**src/rtl/delay_marker_generator_if.sv**
```systemverilog
`default_nettype none
// ============================================================================
// Module      : delay_marker_generator_if
// Description : Memory-bus handshake observed by the delay marker generator.
//               The bus side drives the signals (master); the generator only
//               observes them (slave).
// Revision    : 1.0  initial release
// ============================================================================
interface delay_marker_generator_if;
   logic req;
   logic gnt;
   logic rvalid;

   modport master (output req, gnt, rvalid);
   modport slave  (input  req, gnt, rvalid);
endinterface
`default_nettype wire

```
**src/rtl/delay_marker_generator.sv**
```systemverilog
`default_nettype none
// ============================================================================
// Module      : delay_marker_generator
// Description : Observes a memory bus, tracks in-flight requests with a
//               timestamp FIFO, emits marker/feedback pulses for a delay stage
//               and reports request latency plus sticky error flags.
// Revision    : 1.0  initial release
// ============================================================================
module delay_marker_generator #(
   parameter int MAX_OUTSTANDING = 4,
   parameter int LAT_WIDTH       = 8,
   parameter int TIMEOUT_CYCLES  = 200
) (
   input  wire logic                               clk,
   input  wire logic                               rst,
   delay_marker_generator_if.slave                 bus_i,
   input  wire logic                               clear_i,
   output logic                                    marker_o,
   output logic                                    feedback_o,
   output logic [$clog2(MAX_OUTSTANDING):0]        outstanding_o,
   output logic                                    full_o,
   output logic [LAT_WIDTH-1:0]                    last_latency_o,
   output logic                                    overflow_o,
   output logic                                    underflow_o,
   output logic                                    timeout_o
);

   localparam int                 CNT_W     = $clog2(MAX_OUTSTANDING) + 1;
   localparam int                 PTR_W     = $clog2(MAX_OUTSTANDING);
   localparam logic [CNT_W-1:0]   C_MAX_CNT = CNT_W'(MAX_OUTSTANDING);
   localparam logic [LAT_WIDTH-1:0] C_TIMEOUT = LAT_WIDTH'(TIMEOUT_CYCLES);

   typedef enum logic [1:0] {
      ST_IDLE = 2'd0,
      ST_BUSY = 2'd1,
      ST_FULL = 2'd2
   } state_t;

   state_t                 state_q, state_d;
   logic [CNT_W-1:0]       cnt_q, cnt_d;
   logic [LAT_WIDTH-1:0]   ts_q;
   logic [LAT_WIDTH-1:0]   mem_q [MAX_OUTSTANDING];
   logic [PTR_W-1:0]       wr_ptr_q, rd_ptr_q;
   logic                   marker_q, feedback_q;
   logic [LAT_WIDTH-1:0]   last_lat_q;
   logic                   ovf_q, unf_q, tmo_q;

   logic                   w_accept, w_retire;
   logic                   w_ovf_set, w_unf_set, w_tmo_set;
   logic [LAT_WIDTH-1:0]   w_head_age;

   // A retire frees a slot in the same cycle, so a request arriving while full
   // is still taken when a response retires alongside it (pop-then-push).
   assign w_retire   = bus_i.rvalid && (cnt_q != '0);
   assign w_accept   = bus_i.req && bus_i.gnt && ((cnt_q < C_MAX_CNT) || w_retire);
   assign w_head_age = ts_q - mem_q[rd_ptr_q];
   assign w_ovf_set  = bus_i.req && bus_i.gnt && !w_accept;
   assign w_unf_set  = bus_i.rvalid && (cnt_q == '0);
   assign w_tmo_set  = (cnt_q != '0) && (w_head_age == C_TIMEOUT);

   // Next in-flight count and FSM state derived from that count.
   always_comb begin
      cnt_d   = cnt_q;
      state_d = state_q;
      case ({w_accept, w_retire})
         2'b10:   cnt_d = cnt_q + 1'b1;
         2'b01:   cnt_d = cnt_q - 1'b1;
         default: cnt_d = cnt_q;
      endcase
      case (state_q)
         ST_IDLE: if (w_accept) state_d = (cnt_d == C_MAX_CNT) ? ST_FULL : ST_BUSY;
         ST_BUSY: begin
            if (cnt_d == C_MAX_CNT)  state_d = ST_FULL;
            else if (cnt_d == '0)    state_d = ST_IDLE;
         end
         ST_FULL: if (w_retire && !w_accept) state_d = ST_BUSY;
         default: state_d = ST_IDLE;
      endcase
   end

   // FSM state register.
   always_ff @(posedge clk) begin
      if (rst) state_q <= ST_IDLE;
      else     state_q <= state_d;
   end

   // Timestamp storage; contents are only meaningful between the pointers.
   always_ff @(posedge clk) begin
      if (!rst && w_accept) mem_q[wr_ptr_q] <= ts_q;
   end

   // Counters, pointers, pulses, latency result and sticky flags.
   always_ff @(posedge clk) begin
      if (rst) begin
         ts_q       <= '0;
         cnt_q      <= '0;
         wr_ptr_q   <= '0;
         rd_ptr_q   <= '0;
         marker_q   <= 1'b0;
         feedback_q <= 1'b0;
         last_lat_q <= '0;
         ovf_q      <= 1'b0;
         unf_q      <= 1'b0;
         tmo_q      <= 1'b0;
      end else begin
         ts_q       <= ts_q + 1'b1;
         cnt_q      <= cnt_d;
         marker_q   <= w_accept;
         feedback_q <= w_retire;
         if (w_accept) wr_ptr_q <= wr_ptr_q + 1'b1;
         if (w_retire) begin
            rd_ptr_q   <= rd_ptr_q + 1'b1;
            last_lat_q <= w_head_age;
         end
         // A set condition in the same cycle as clear_i wins.
         ovf_q <= (ovf_q && !clear_i) || w_ovf_set;
         unf_q <= (unf_q && !clear_i) || w_unf_set;
         tmo_q <= (tmo_q && !clear_i) || w_tmo_set;
      end
   end

   assign marker_o       = marker_q;
   assign feedback_o     = feedback_q;
   assign outstanding_o  = cnt_q;
   assign full_o         = (state_q == ST_FULL);
   assign last_latency_o = last_lat_q;
   assign overflow_o     = ovf_q;
   assign underflow_o    = unf_q;
   assign timeout_o      = tmo_q;

endmodule
`default_nettype wire

```
**src/flat_wrapper.sv**
```systemverilog
// flat-port wrapper written by rule: the top's interface ports become plain ports
module delay_marker_generator_flat 
#(
   parameter int MAX_OUTSTANDING = 4,
   parameter int LAT_WIDTH       = 8,
   parameter int TIMEOUT_CYCLES  = 200
)
  (clk, rst, clear_i, marker_o, feedback_o, outstanding_o, full_o, last_latency_o, overflow_o, underflow_o, timeout_o, bus_i_req, bus_i_gnt, bus_i_rvalid);
  delay_marker_generator_if bus_i_i ();
  input  wire logic clk;
  input  wire logic rst;
  input  wire logic clear_i;
  output logic marker_o;
  output logic feedback_o;
  output logic [$clog2(MAX_OUTSTANDING):0] outstanding_o;
  output logic full_o;
  output logic [LAT_WIDTH-1:0] last_latency_o;
  output logic overflow_o;
  output logic underflow_o;
  output logic timeout_o;
  input wire logic [$bits(bus_i_i.req)-1:0] bus_i_req;
  input wire logic [$bits(bus_i_i.gnt)-1:0] bus_i_gnt;
  input wire logic [$bits(bus_i_i.rvalid)-1:0] bus_i_rvalid;
  assign bus_i_i.req = bus_i_req;
  assign bus_i_i.gnt = bus_i_gnt;
  assign bus_i_i.rvalid = bus_i_rvalid;
  delay_marker_generator #(.MAX_OUTSTANDING(MAX_OUTSTANDING), .LAT_WIDTH(LAT_WIDTH), .TIMEOUT_CYCLES(TIMEOUT_CYCLES)) u_core (.clk(clk), .rst(rst), .bus_i(bus_i_i), .clear_i(clear_i), .marker_o(marker_o), .feedback_o(feedback_o), .outstanding_o(outstanding_o), .full_o(full_o), .last_latency_o(last_latency_o), .overflow_o(overflow_o), .underflow_o(underflow_o), .timeout_o(timeout_o));
endmodule
```
**config.mk**
```make
export PLATFORM = sky130hd
export DESIGN_NAME = delay_marker_generator_flat
export DESIGN_NICKNAME = d
export VERILOG_FILES = /design/src/rtl/delay_marker_generator_if.sv /design/src/rtl/delay_marker_generator.sv /design/src/flat_wrapper.sv
export SDC_FILE = /design/constraint.sdc
export NUM_CORES = 1
export LEC_CHECK = 0
export CAP_MARGIN = 25
export CORE_MARGIN = 10
export CORE_UTILIZATION = 62
export DETAILED_ROUTE_END_ITERATION = 10
export HOLD_SLACK_MARGIN = 0.08
export MAX_ROUTING_LAYER = met4
export PLACE_DENSITY = 0.9
export SYNTH_ARGS = -nofsm -noshare
export SYNTH_HDL_FRONTEND = slang
export SYNTH_SLANG_ARGS = --single-unit
```
**constraint.sdc**
```tcl
create_clock -name clk -period 7.3 [get_ports clk]
set_input_delay 1.095 -clock clk [delete_from_list [all_inputs] [get_ports clk]]
set_output_delay 1.095 -clock clk [all_outputs]
set_load 0.005 [all_outputs]
```
# Word-level counts from Yosys, hierarchy flattened
# Memories as Yosys holds them, arrays and structs flattened. A register that Yosys moved wholly into a read port is not among the register bits.
# Index checks and enable logic that the tools add are counted.
[word_totals]
register_bits = 30
latchBits = 0
ramBits = 32
romBits = 0
out_inout_bits = 17
memories = 1
[classes]
addsub = 6
mul = 0
div = 0
n_lt_le_gt_ge = 1
eq_ne = 9
n_shift = 0
mux = 11
n_bitwise = 0
reduce_logical = 23
[mem_list]
columns = ["name", "words", "width", "read_ports", "rd_ports_with_merged_regs", "wr", "line_no", "rtl"]
rows = [
  ["u_core.mem_q", 4, 8, 1, 1, 1, "delay_marker_generator.sv:42", "logic [LAT_WIDTH-1:0] mem_q [MAX_OUTSTANDING];"],
]
[op_table]
columns = ["operator", "count"]
rows = [
  ["2-to-1 mux 2 bit", 7],
  ["logical AND 1 bit", 11],
  ["adder 8 x 1 -> 8 bit (second input constant)", 1],
  ["equality test 8 bit (second input constant)", 1],
  ["subtractor 8 bit", 1],
  ["zero test 3 bit", 2],
  ["one-hot mux 2 bit (3 select lines)", 1],
  ["one-hot mux 3 bit (2 select lines)", 1],
  ["adder 2 x 1 -> 2 bit (second input constant)", 2],
  ["equality test 2 x 1 -> 1 bit (second input constant)", 2],
  ["equality test 2 bit (second input constant)", 2],
  ["logical OR 1 bit", 4],
  ["!= test 2 x 1 -> 1 bit (second input constant)", 2],
  ["adder 3 x 1 -> 3 bit (second input constant)", 1],
  ["equality test 3 bit (second input constant)", 1],
  ["zero test 1 bit", 3],
  ["< comparator 3 bit (second input constant)", 1],
  ["!= test 3 x 1 -> 1 bit (second input constant)", 1],
  ["AND reduction 3 bit", 1],
  ["nonzero test 3 bit", 1],
  ["subtractor 3 x 1 -> 3 bit (second input constant)", 1],
  ["zero test 2 bit", 1],
  ["2-to-1 mux 1 bit", 2],
]

# Longest topological paths before layout
[logic_depth]
ltp_word = 10
depth_mapped = 10
depth_no_buf = 9

# Worst setup path before layout
# No wires, ideal clock.
[synth_timing]
path_kind = "input port to flip-flop"
from = "in bus_i_rvalid"
to = "reg u_core.state_q[1]"
setup_ns = 0.060
arrival_ns = 2.777
required_ns = 7.240
slack_ns = 4.463
path_stages = 8
path_buffers = 1
path_cell_list = "buf_2 a21boi_1 nand2_1 fa_1 and3b_1 o21ai_0 a41oi_1 a32o_1"
[synth_between]
elab_chain_cells = 9
[synth_lines]
columns = ["item", "line_no", "rtl"]
rows = [
  ["from (decl)", "flat_wrapper.sv:23", "input wire logic [$bits(bus_i_i.rvalid)-1:0] bus_i_rvalid;"],
  ["logical AND 1 bit *", "delay_marker_generator.sv:54", "assign w_retire = bus_i.rvalid && (cnt_q != '0);"],
  ["logical OR 1 bit", "delay_marker_generator.sv:55", "assign w_accept = bus_i.req && bus_i.gnt && ((cnt_q < C_MAX_CNT) || w_retire);"],
  ["logical AND 1 bit", "delay_marker_generator.sv:55", ""],
  ["equality test 2 x 1 -> 1 bit or equality test 2 bit (tied branches)", "delay_marker_generator.sv:65", "case ({w_accept, w_retire})"],
  ["one-hot mux 3 bit (2 select lines)", "delay_marker_generator.sv:65", ""],
  ["equality test 3 bit", "delay_marker_generator.sv:71, delay_marker_generator.sv:73", ""],
  ["2-to-1 mux 2 bit (2 in series)", "delay_marker_generator.sv:71", "ST_IDLE: if (w_accept) state_d = (cnt_d == C_MAX_CNT) ? ST_FULL : ST_BUSY;"],
  ["one-hot mux 2 bit (3 select lines)", "delay_marker_generator.sv:70", "case (state_q)"],
  ["to (signal assigned)", "delay_marker_generator.sv:84", "else state_q <= state_d;"],
  ["to (decl)", "delay_marker_generator.sv:39", "state_t state_q, state_d;"],
]
# Every way passes the cells marked *; elsewhere a longest branch is shown, timed or not. The select of a mux whose other input is x is not followed.
# A chain may end at the register's enable or synchronous reset.

# Worst setup path after layout
# Ends and elaborated chain as after synthesis.

==> summary.txt <==
Outcome
  • Outcome: finished, final reports clean

STA
  • RSZ-0062 raised after global routing: no
  • Worst hold slack: 456 ps
  • Final TNS setup: 0 ps
  • Final hold viol count: 0
  • Worst slew pin tran: 559 ps
  • Highest clock rate: 0.304 GHz
  • Tcrit/Tclk final: 45.0%
  • Relative slew slack: 62.7%
  • Setup Viol. Count Final: 0
  • Max Slew Vio Count: 0
  • Setup ws final: 4010 ps
  • Clock skew: 6.28 ps
  • Crit path time final: 3290 ps

Routing
  • Routed vias/inst: 5.92
  • Initial DRC Count: 108
  • Avg WL per Cell: 16.5 um
  • DR vias: 1,988
  • Drt drc: 0
  • First-pass detailed-route iteration total: 4
  • Antenna viol nets, final: 0
  • Post-Route WL: 5530 um

Pwr
  • Clock share of power: 34.7%
  • Sequential share of power: 50.8%
  • Power Dens Cells: 238 nW/um^2
  • Int Power: 0.603 mW
  • Pwr Total: 0.801 mW
  • Static leakage: 1.23 nW
  • Peak VDD IR: 178 uV
  • Power share of the combinational group: 14.6%
  • Net Sw Frac: 24.7%
  • P_sw: 0.198 mW

Clock network
  • Clk Latency, worst-skew pair: 330 ps
  • Setup Fix Bufs, Post-CTS: 0
  • H-tree Lvls: 3
  • Hold-fix buffers at CTS: 0
  • # clock sinks: 64
  • Num CTS Buffers: 9
  • Post_cts resized: 0
  • Clock buffer depth: 2
  • Reg clk slew, reported paths: 60 ps
  • CTS root buf: clkbuf_8
  • CTS tree: done

Synth
  • Avg Cell Area, Syn: 11.6 sq um
  • Cells after synthesis: 254
  • Top area cells in the synthesized netlist: edfxtp_1 (33%), dfxtp_1 (22%), mux4_2 (6.1%)
  • Most used flip-flop cell after synthesis: edfxtp_1
  • Yosys top cell by area: edfxtp_1
  • Ys async rst share: 0%
  • Top cell type's share of synthesized area: 32.7%
  • Yosys reg bits: 64
  • EDFF count, synth: 32
  • Share of the yosys chip area belonging to registers: 54.6%
  • Yosys cell types: 49
  • Synthesized cell area: 2940 sq um
  • Warnings from Yosys: 0
  • Post-synth top cells: dfxtp_1 (32), edfxtp_1 (32), nor2_1 (27)
  • Synthesized net count: 274

Final layout
  • Final Core Density: 75.4%
  • Layout area overhead: 14.9%
  • Cell Count, Final, Fillers Out: 336
  • Inserted Diodes: 0
  • Design area: 3370 sq um
  • Layout cell share with drive strength beyond 1: 8.10%
  • Nets@finish: 300

Die
  • Num rows: 24
  • DIE WIDTH: 88.8 um
  • Core ar.: 4470 sq um
  • Initial core utilization: 65.6%
  • Ports: 23
  • Die H: 88.8 um
  • Die Footprint: 7890 sq um

Global route
  • Largest net degree at the start of global routing: 27
  • Global route total overflow: 0
  • First-pass GRT wire length: 9370 um
  • GR Util met3: 4.78%
  • Vias in the first global route: 1,904
  • GRT met1 Usage: 20.2%
  • Initial antenna violation count: 0
  • Layer with the highest usage: met2
  • GRT Overall Usage: 16.1%
  • Met2 usage: 24.0%

Run
  • Maxcap violations: 0

Setup path
  • Crit path launch: bus_i_rvalid
  • Critical path capture point type: flop
  • Worst path slowest cell: clkdlybuf4s50_1
  • Crit path largest cell delay: 630 ps
  • CP Launch Type: input port
  • Delay-heaviest family, CP: compound AO/OA/AOI/OAI gates
  • Crit-path max FO: 10
  • Critical Path RT: 7570 ps
  • Crit path kind: in -> reg
  • Crit path DAT: 3560 ps
  • CP Buf/Inv Count: 1
  • Worst path cell trace: clkdlybuf4s50_1, a21boi_1, nand2_1, fa_1, and3b_1, o21ai_0, a41oi_1, a32o_1

Placement
  • Post-DP HPWL: 3870 um
  • Placed Cells: 321
  • Pre-CTS WS: 3750 ps
  • Placed inst area: 3190 sq um
  • Routability cong.: 0.857
  • Buffers on Ports: 22

Min path
  • Class of the worst hold path: reg -> reg
  • Hold path start: u_core.last_latency_o[6]
-- flip-flops by register name, summed over array words and instances (netlist names), named ones only --
| name | flops |
|---|---|
| u_core.mem_q | 32 |
| u_core.last_latency_o | 8 |
| u_core.underflow_o | 1 |
| u_core.ts_q | 8 |
| u_core.overflow_o | 1 |
| u_core.rd_ptr_q | 2 |
| u_core.wr_ptr_q | 2 |
| u_core.timeout_o | 1 |
| u_core.outstanding_o | 3 |
| u_core.marker_o | 1 |
| u_core.feedback_o | 1 |
| u_core.state_q | 2 |
-- logic make-up (layout without fill, tap and decap cells) --
| logic type | Yosys count | after routing | synth area share, % |
|---|---|---|---|
| flip-flops | 64 | 64 | 54.6 |
| XOR/XNOR | 12 | 12 | 3.58 |
| buffers and inverters | 25 | 55 | 3.32 |
| adder cells (fa/ha/maj) | 14 | 14 | 6.48 |
| AND/OR/NAND/NOR | 81 | 81 | 13.7 |
| multiplexers | 11 | 11 | 7.16 |
| AO/OA/AOI/OAI | 47 | 47 | 11.2 |
-- worst reg2reg max path: cells and delay by family (launching register included) --
| family | cells | cell delay (ps) |
|---|---|---|
| and+or+nand+nor | 3 | 730 |
| DFF | 1 | 670 |
| adders and majority gates | 2 | 640 |
| muxes | 1 | 590 |
| AOI/OAI and AO/OA | 1 | 230 |
| buffers and inverters | 1 | 70 |
-- power by group through the flow --
stage          Sequential, mW  Combinational [mW]  Clock (mW)
3_5_place_dp            0.415               0.116           0
4_1_cts                 0.407               0.117       0.284
2_1_floorplan           0.408              0.0841           0
6_report                0.407               0.117       0.278
5_1_grt                 0.409               0.131       0.298
3_3_place_gp            0.414               0.113           0
-- per-layer routing --
metal	share of wire, %	vias up	routed length (um)
li1	-	972	-
met1	46	970	2520
met2	48	36	2680
met3	4.5	10	250
met4	1.6	0	87
met5	0	-	0
-- worst paths after layout --
kind | end | slack, ps | depth (start not counted)
worst max-delay path | u_core.state_q[1] | 4010 | 8
worst min-delay path | u_core.last_latency_o[6] | 460 | 2
worst max register to register | u_core.timeout_o | 4280 | 8
worst min register to register | u_core.last_latency_o[6] | 460 | 2
-- layout by cell type (no fill, tap or decap), drive strengths merged, types with 2 or more instances in the layout --
cell / synthesis / routed
edfxtp: 32 / 32
mux4: 8 / 8
mux2i: 3 / 3
xor2: 6 / 6
nand2: 15 / 15
o21a: 3 / 3
o21ai: 6 / 6
ha: 12 / 12
a21oi: 12 / 12
xnor2: 6 / 6
nor3b: 2 / 2
and3: 2 / 2
a211oi: 7 / 7
o311ai: 2 / 2
inv: 17 / 17
nor2b: 10 / 10
nor2: 27 / 27
or3: 2 / 2
clkinv: 0 / 2
or4: 2 / 2
fa: 2 / 2
clkbuf: 4 / 11
nand3: 6 / 6
a21o: 3 / 3
nor3: 4 / 4
and2: 6 / 6
dfxtp: 32 / 32
clkdlybuf4s50: 0 / 22
a311oi: 2 / 2
-- cell type report --
type                       instances  area [sq um]
clock buffer                      11           131
inverter                          17          63.8
tap                               52          65.1
timing repair buffer              23           228
multi-input combinational        165          1240
fill                             295          1100
clock inverter                     4          46.3
sequential                        64          1600
No activity file was read; power rests on OpenSTA's default activity.
